===== src/rtl/parity_pipe_if.sv =====
// Stream interface for parity_pipe: input beat handshake plus the
// per-word result beat travelling downstream.
interface parity_pipe_if #(
  parameter int WIDTH = 16
);
  logic             in_valid;
  logic             in_ready;
  logic [WIDTH-1:0] in_data;
  logic             in_chk;
  logic             in_last;
  logic             out_valid;
  logic             out_ready;
  logic             out_parity;
  logic             out_last;
  logic             frame_parity;
  logic             word_err;

  // Data source / result sink side
  modport master (
    output in_valid, in_data, in_chk, in_last, out_ready,
    input  in_ready, out_valid, out_parity, out_last, frame_parity, word_err
  );

  // Parity pipeline side
  modport slave (
    input  in_valid, in_data, in_chk, in_last, out_ready,
    output in_ready, out_valid, out_parity, out_last, frame_parity, word_err
  );
endinterface


===== src/rtl/parity_pipe.sv =====
// Pipelined XOR-tree parity generator/checker. One register level per tree
// level, global stall on output backpressure, per-frame parity accumulation
// and a saturating word-error counter. WIDTH must be a power of two, 2..64.
module parity_pipe #(
  parameter int WIDTH = 16,
  parameter int ERRW  = 8,
  localparam int STAGES = $clog2(WIDTH)
) (
  input  logic            clk,
  input  logic            rst_n,
  parity_pipe_if.slave    bus,
  input  logic            odd_mode,
  input  logic            chk_mode,
  input  logic            clr,
  output logic [ERRW-1:0] err_cnt
);

  // Tree levels are packed into one vector: level k (WIDTH>>k bits) starts
  // at bit WIDTH - 2*(WIDTH>>k), so the final single bit lands at WIDTH-2.
  logic [WIDTH-2:0] tree;
  logic [WIDTH-2:0] tree_nxt;

  logic [STAGES:1]  vld;
  logic [STAGES:1]  last_p;
  logic [STAGES:1]  chk_p;

  logic             stall;
  logic             accept;
  logic             xfer;
  logic             raw;
  logic             word_par;
  logic             acc;

  assign stall        = vld[STAGES] & ~bus.out_ready;
  assign bus.in_ready = ~stall;
  assign accept       = bus.in_valid & ~stall;
  assign xfer         = vld[STAGES] & bus.out_ready;

  assign raw      = tree[WIDTH-2];
  assign word_par = raw ^ odd_mode;

  // Next value of every tree level: pairwise XOR of the level below it.
  always_comb begin
    tree_nxt = '0;
    for (int i = 0; i < WIDTH / 2; i++) begin
      tree_nxt[i] = bus.in_data[2*i] ^ bus.in_data[2*i+1];
    end
    for (int k = 2; k <= STAGES; k++) begin
      for (int i = 0; i < (WIDTH >> k); i++) begin
        tree_nxt[WIDTH - 2*(WIDTH >> k) + i] =
          tree[WIDTH - 4*(WIDTH >> k) + 2*i] ^
          tree[WIDTH - 4*(WIDTH >> k) + 2*i + 1];
      end
    end
  end

  // Tree registers; frozen as a whole while the output is stalled.
  always_ff @(posedge clk or negedge rst_n) begin
    if (!rst_n) begin
      tree <= '0;
    end else if (!stall) begin
      tree <= tree_nxt;
    end
  end

  // Valid/last/chk sidebands move with their word; bubbles shift too.
  always_ff @(posedge clk or negedge rst_n) begin
    if (!rst_n) begin
      vld    <= '0;
      last_p <= '0;
      chk_p  <= '0;
    end else if (!stall) begin
      vld[1]    <= accept;
      last_p[1] <= bus.in_last;
      chk_p[1]  <= bus.in_chk;
      for (int k = 2; k <= STAGES; k++) begin
        vld[k]    <= vld[k-1];
        last_p[k] <= last_p[k-1];
        chk_p[k]  <= chk_p[k-1];
      end
    end
  end

  // Result fields are forced low when no beat is presented.
  assign bus.out_valid    = vld[STAGES];
  assign bus.out_parity   = vld[STAGES] & word_par;
  assign bus.out_last     = vld[STAGES] & last_p[STAGES];
  assign bus.frame_parity = vld[STAGES] & (acc ^ word_par);
  assign bus.word_err     = vld[STAGES] & chk_mode & (word_par ^ chk_p[STAGES]);

  // Frame accumulator and error counter advance only on an output transfer;
  // clr overrides any same-cycle update.
  always_ff @(posedge clk or negedge rst_n) begin
    if (!rst_n) begin
      acc     <= 1'b0;
      err_cnt <= '0;
    end else if (clr) begin
      acc     <= 1'b0;
      err_cnt <= '0;
    end else if (xfer) begin
      acc <= last_p[STAGES] ? 1'b0 : (acc ^ raw);
      if (bus.word_err && (err_cnt != '1)) begin
        err_cnt <= err_cnt + 1'b1;
      end
    end
  end

endmodule


===== src/flat_wrapper.sv =====
// flat-port wrapper written by rule: the top's interface ports become plain ports
module parity_pipe_flat 
#(
  parameter int WIDTH = 16,
  parameter int ERRW  = 8,
  localparam int STAGES = $clog2(WIDTH)
)
  (clk, rst_n, odd_mode, chk_mode, clr, err_cnt, bus_in_valid, bus_in_data, bus_in_chk, bus_in_last, bus_out_ready, bus_in_ready, bus_out_valid, bus_out_parity, bus_out_last, bus_frame_parity, bus_word_err);
  parity_pipe_if #(.WIDTH(WIDTH)) bus_i ();
  input  logic clk;
  input  logic rst_n;
  input  logic odd_mode;
  input  logic chk_mode;
  input  logic clr;
  output logic [ERRW-1:0] err_cnt;
  input wire logic [$bits(bus_i.in_valid)-1:0] bus_in_valid;
  input wire logic [$bits(bus_i.in_data)-1:0] bus_in_data;
  input wire logic [$bits(bus_i.in_chk)-1:0] bus_in_chk;
  input wire logic [$bits(bus_i.in_last)-1:0] bus_in_last;
  input wire logic [$bits(bus_i.out_ready)-1:0] bus_out_ready;
  output wire logic [$bits(bus_i.in_ready)-1:0] bus_in_ready;
  output wire logic [$bits(bus_i.out_valid)-1:0] bus_out_valid;
  output wire logic [$bits(bus_i.out_parity)-1:0] bus_out_parity;
  output wire logic [$bits(bus_i.out_last)-1:0] bus_out_last;
  output wire logic [$bits(bus_i.frame_parity)-1:0] bus_frame_parity;
  output wire logic [$bits(bus_i.word_err)-1:0] bus_word_err;
  assign bus_i.in_valid = bus_in_valid;
  assign bus_i.in_data = bus_in_data;
  assign bus_i.in_chk = bus_in_chk;
  assign bus_i.in_last = bus_in_last;
  assign bus_i.out_ready = bus_out_ready;
  assign bus_in_ready = bus_i.in_ready;
  assign bus_out_valid = bus_i.out_valid;
  assign bus_out_parity = bus_i.out_parity;
  assign bus_out_last = bus_i.out_last;
  assign bus_frame_parity = bus_i.frame_parity;
  assign bus_word_err = bus_i.word_err;
  parity_pipe #(.WIDTH(WIDTH), .ERRW(ERRW)) u_core (.clk(clk), .rst_n(rst_n), .bus(bus_i), .odd_mode(odd_mode), .chk_mode(chk_mode), .clr(clr), .err_cnt(err_cnt));
endmodule

===== config.mk =====
export PLATFORM = sky130hd
export DESIGN_NAME = parity_pipe_flat
export DESIGN_NICKNAME = d
export VERILOG_FILES = /design/src/rtl/parity_pipe_if.sv /design/src/rtl/parity_pipe.sv /design/src/flat_wrapper.sv
export SDC_FILE = /design/constraint.sdc
export NUM_CORES = 1
export LEC_CHECK = 0
export BUFFER_PORTS_ARGS = -buffer_cell sky130_fd_sc_hd__buf_2
export CORE_UTILIZATION = 25
export CTS_CLUSTER_DIAMETER = 50
export DETAILED_ROUTE_END_ITERATION = 6
export PLACE_DENSITY_LB_ADDON = 0.12
export SYNTH_ARGS = -nofsm -noshare
export SYNTH_HDL_FRONTEND = slang
export SYNTH_SLANG_ARGS = --single-unit

===== constraint.sdc =====
create_clock -name clk -period 3.09 [get_ports clk]
set_input_delay 0.309 -clock clk [delete_from_list [all_inputs] [get_ports clk]]
set_output_delay 0.309 -clock clk [all_outputs]
set_load 0.03 [all_outputs]

==> results.ini <==
[placement]
place_congestion=0.8017
portBuffers=38
place_ws_ns=1.326
placed_area_sq_um=1946
hpwl_um=2223

[worst_hold_path]
hold_path_class=primary input to asynchronous set/reset pin

[detailed_routing]
vias_per_cell=4.528
routed_wl_um=3060
num_vias=1218
post-route-drc-count=0
first_pass_iters=4
ant_nets=0
drt-wirelength-per-cell_um=11.38
drtIter0Drc=43

[setup_path]
path_buf_inv=1
cp.required_ns=2.78
cp_max_fo=5
criticalPathCategory=flip-flop to output pin
end_kind=output pin
startpoint_type=flip-flop
crit_path_top_delay_cell=xor3_2
max_stage_delay_ns=0.47
r2r_start=u_core.tree[14]$_DFFE_PN0N_
reg2reg_to=u_core.err_cnt[0]$_DFFE_PN0P_
reg2regPathDepth=4
regToRegSetupSlack_ns=1.36
crit_family=XOR/XNOR gates
crit_arrival_ns=1.56
worstPathCellList=xor3_2 -> and3_1 -> buf_2

[final_layout]
final_common_cell=buf_2
diodes=0
final_layout_size_suffix_gt1_share_pct=32.29
utilization_pct=31.92
finish.instance_area_sq_um=2038
layout_common_cells=buf_2, dfrtp_1, nor2_1
fill_cells=664
nets=217
syn2layout_area_growth_pct=21.93

[floorplan]
ioPinCount=39
die_area_sq_um=7017
die_h_um=83.77
die_w_um=83.77
start_util_pct=26.18
num_rows=29
core_area_sq_um=6386

[pwr]
intPower_mw=1.073
sw_frac_of_total_pct=34.73
powerDensity_nw_per_um2=806.8
leakage_nw=0.9086
power_frac_seq_pct=45.0
clkPwrFrac_pct=20.5
switchingPower_uw=571.1
power_frac_comb_pct=34.5
ir_drop_mv=0.3649

[synth]
synthCells=150
avgSynthCellArea_sq_um=11.14
yosys_warnings=0
synth_nets=176
ys_async_sr_fraction_pct=100.0
synth_cell_types=33
ys_ff_latch=36
ys_seq_area_share_pct=53.89
synth-main-ff-cell=dfrtp_1
synth_edf_count=0
netlist_area_sq_um=1672

[job]
cap_violations=0

[global_routing]
grt_overflow=0
grt_pass1_wl_um=5554
grt_usage_pct=9.966
grt_pass1_vias=1270
grt_max_degree=37
antenna_found_initial=0

[cts]
cts_inserted_buffers=5
ctsHoldBuffers=0
cts_max_level=2
cts_buffer_depth=2
postCtsSetupRepairBufs=0
worst_skew_pair.late_latency_ns=0.28
cts_resized=0
cts_root_buffer=clkbuf_8
cts_tree=done
clkSinkCount=36
clkTransAtPathRegs_ns=0.07

[timing]
finalCriticalPeriod_ns=1.872
drv_slew=0
timing.final.crit_share_pct=60.58
setup_ws_ns=1.218
max_freq_ghz=0.5342
relSlewSlack_pct=45.46
setup_viol=0
fin_skew_ns=0.004550
finalSetupTns_ns=0
rsz0062_at_grt=no
hold_violations=0
worst_slew_pin_slew_ns=0.8181

[run_status]
status=finished, final reports clean

## Yosys cell counts (3+ instances only)
master	instances	share of area (%)
a21oi_1	17	5.1
nand2_1	5	1.1
nand3_1	4	1.2
nor2_1	19	4.3
dfrtp_1	36	54
xor2_1	3	1.6
clkbuf_1	3	0.67
mux2_2	12	8.1
nor3_1	3	0.90
and2_1	5	1.9
xnor2_1	16	8.4
## flip-flops by register name (all words and copies together), names as in the netlist
name	flops
u_core.chk_p	4
u_core.err_cnt	8
u_core.vld	4
u_core.tree	15
u_core.acc	1
u_core.last_p	4
## layout make-up
cell class,instances,area (sq um),area share (%)
clock buffers,6,82.58,4.052
clock inverters,2,10.01,0.4911
inverters,1,3.754,0.1842
multi-input cells,108,747.0,36.65
flip-flops and latches,36,900.9,44.20
well taps,77,96.34,4.727
repair buffers,39,197.7,9.699
## how the worst max path moves through the flow
stage | startpoint | endpoint | slack (ns) | cells past startpoint
floorplan | u_core.vld[4]$_DFFE_PN0N_ | bus_in_ready | 1.20 | 4
global placement | odd_mode | u_core.err_cnt[0]$_DFFE_PN0P_ | 1.39 | 5
detailed placement | odd_mode | u_core.err_cnt[0]$_DFFE_PN0P_ | 1.33 | 5
CTS | u_core.vld[4]$_DFFE_PN0N_ | bus_in_ready | 1.16 | 2
global route | u_core.vld[4]$_DFFE_PN0N_ | bus_in_ready | 1.07 | 2
finish | u_core.tree[14]$_DFFE_PN0N_ | bus_word_err | 1.22 | 3
## stage by stage
stage	hold slack, ns	power [mW]	cells
floorplan	0.01341	1.180	150
global placement	0.4527	1.308	261
detailed placement	0.4598	1.330	261
CTS	0.1430	1.682	269
global route	0.1882	1.783	269
finish	0.1214	1.644	269
## power by group through the flow
stage	Combinational, mW	Clock (mW)	Sequential [mW]
after floorplan	0.438	0	0.742
after global placement	0.562	0	0.746
after detailed placement	0.576	0	0.754
after CTS	0.578	0.360	0.743
after global routing	0.639	0.379	0.764
final	0.567	0.338	0.740
## logic make-up after synthesis
group                    synth area share [%]
adder cells (fa/ha/maj)                0.7484
multiplexers                            8.084
AO/OA/AOI/OAI                           9.806
AND/OR/NAND/NOR                         14.60
buffers and inverters                   1.421
flip-flops                              53.89
XOR/XNOR                                11.45
## layer usage
metal / track usage (%) / up-vias / wire length, um
met3: 4.253 / 7 / 242
met4: 4.777 / 0 / 57
li1: - / 606 / -
met5: 0 / - / 0
met1: 10.75 / 568 / 1363
met2: 16.78 / 37 / 1397
No activity file was read; power rests on OpenSTA's default activity.
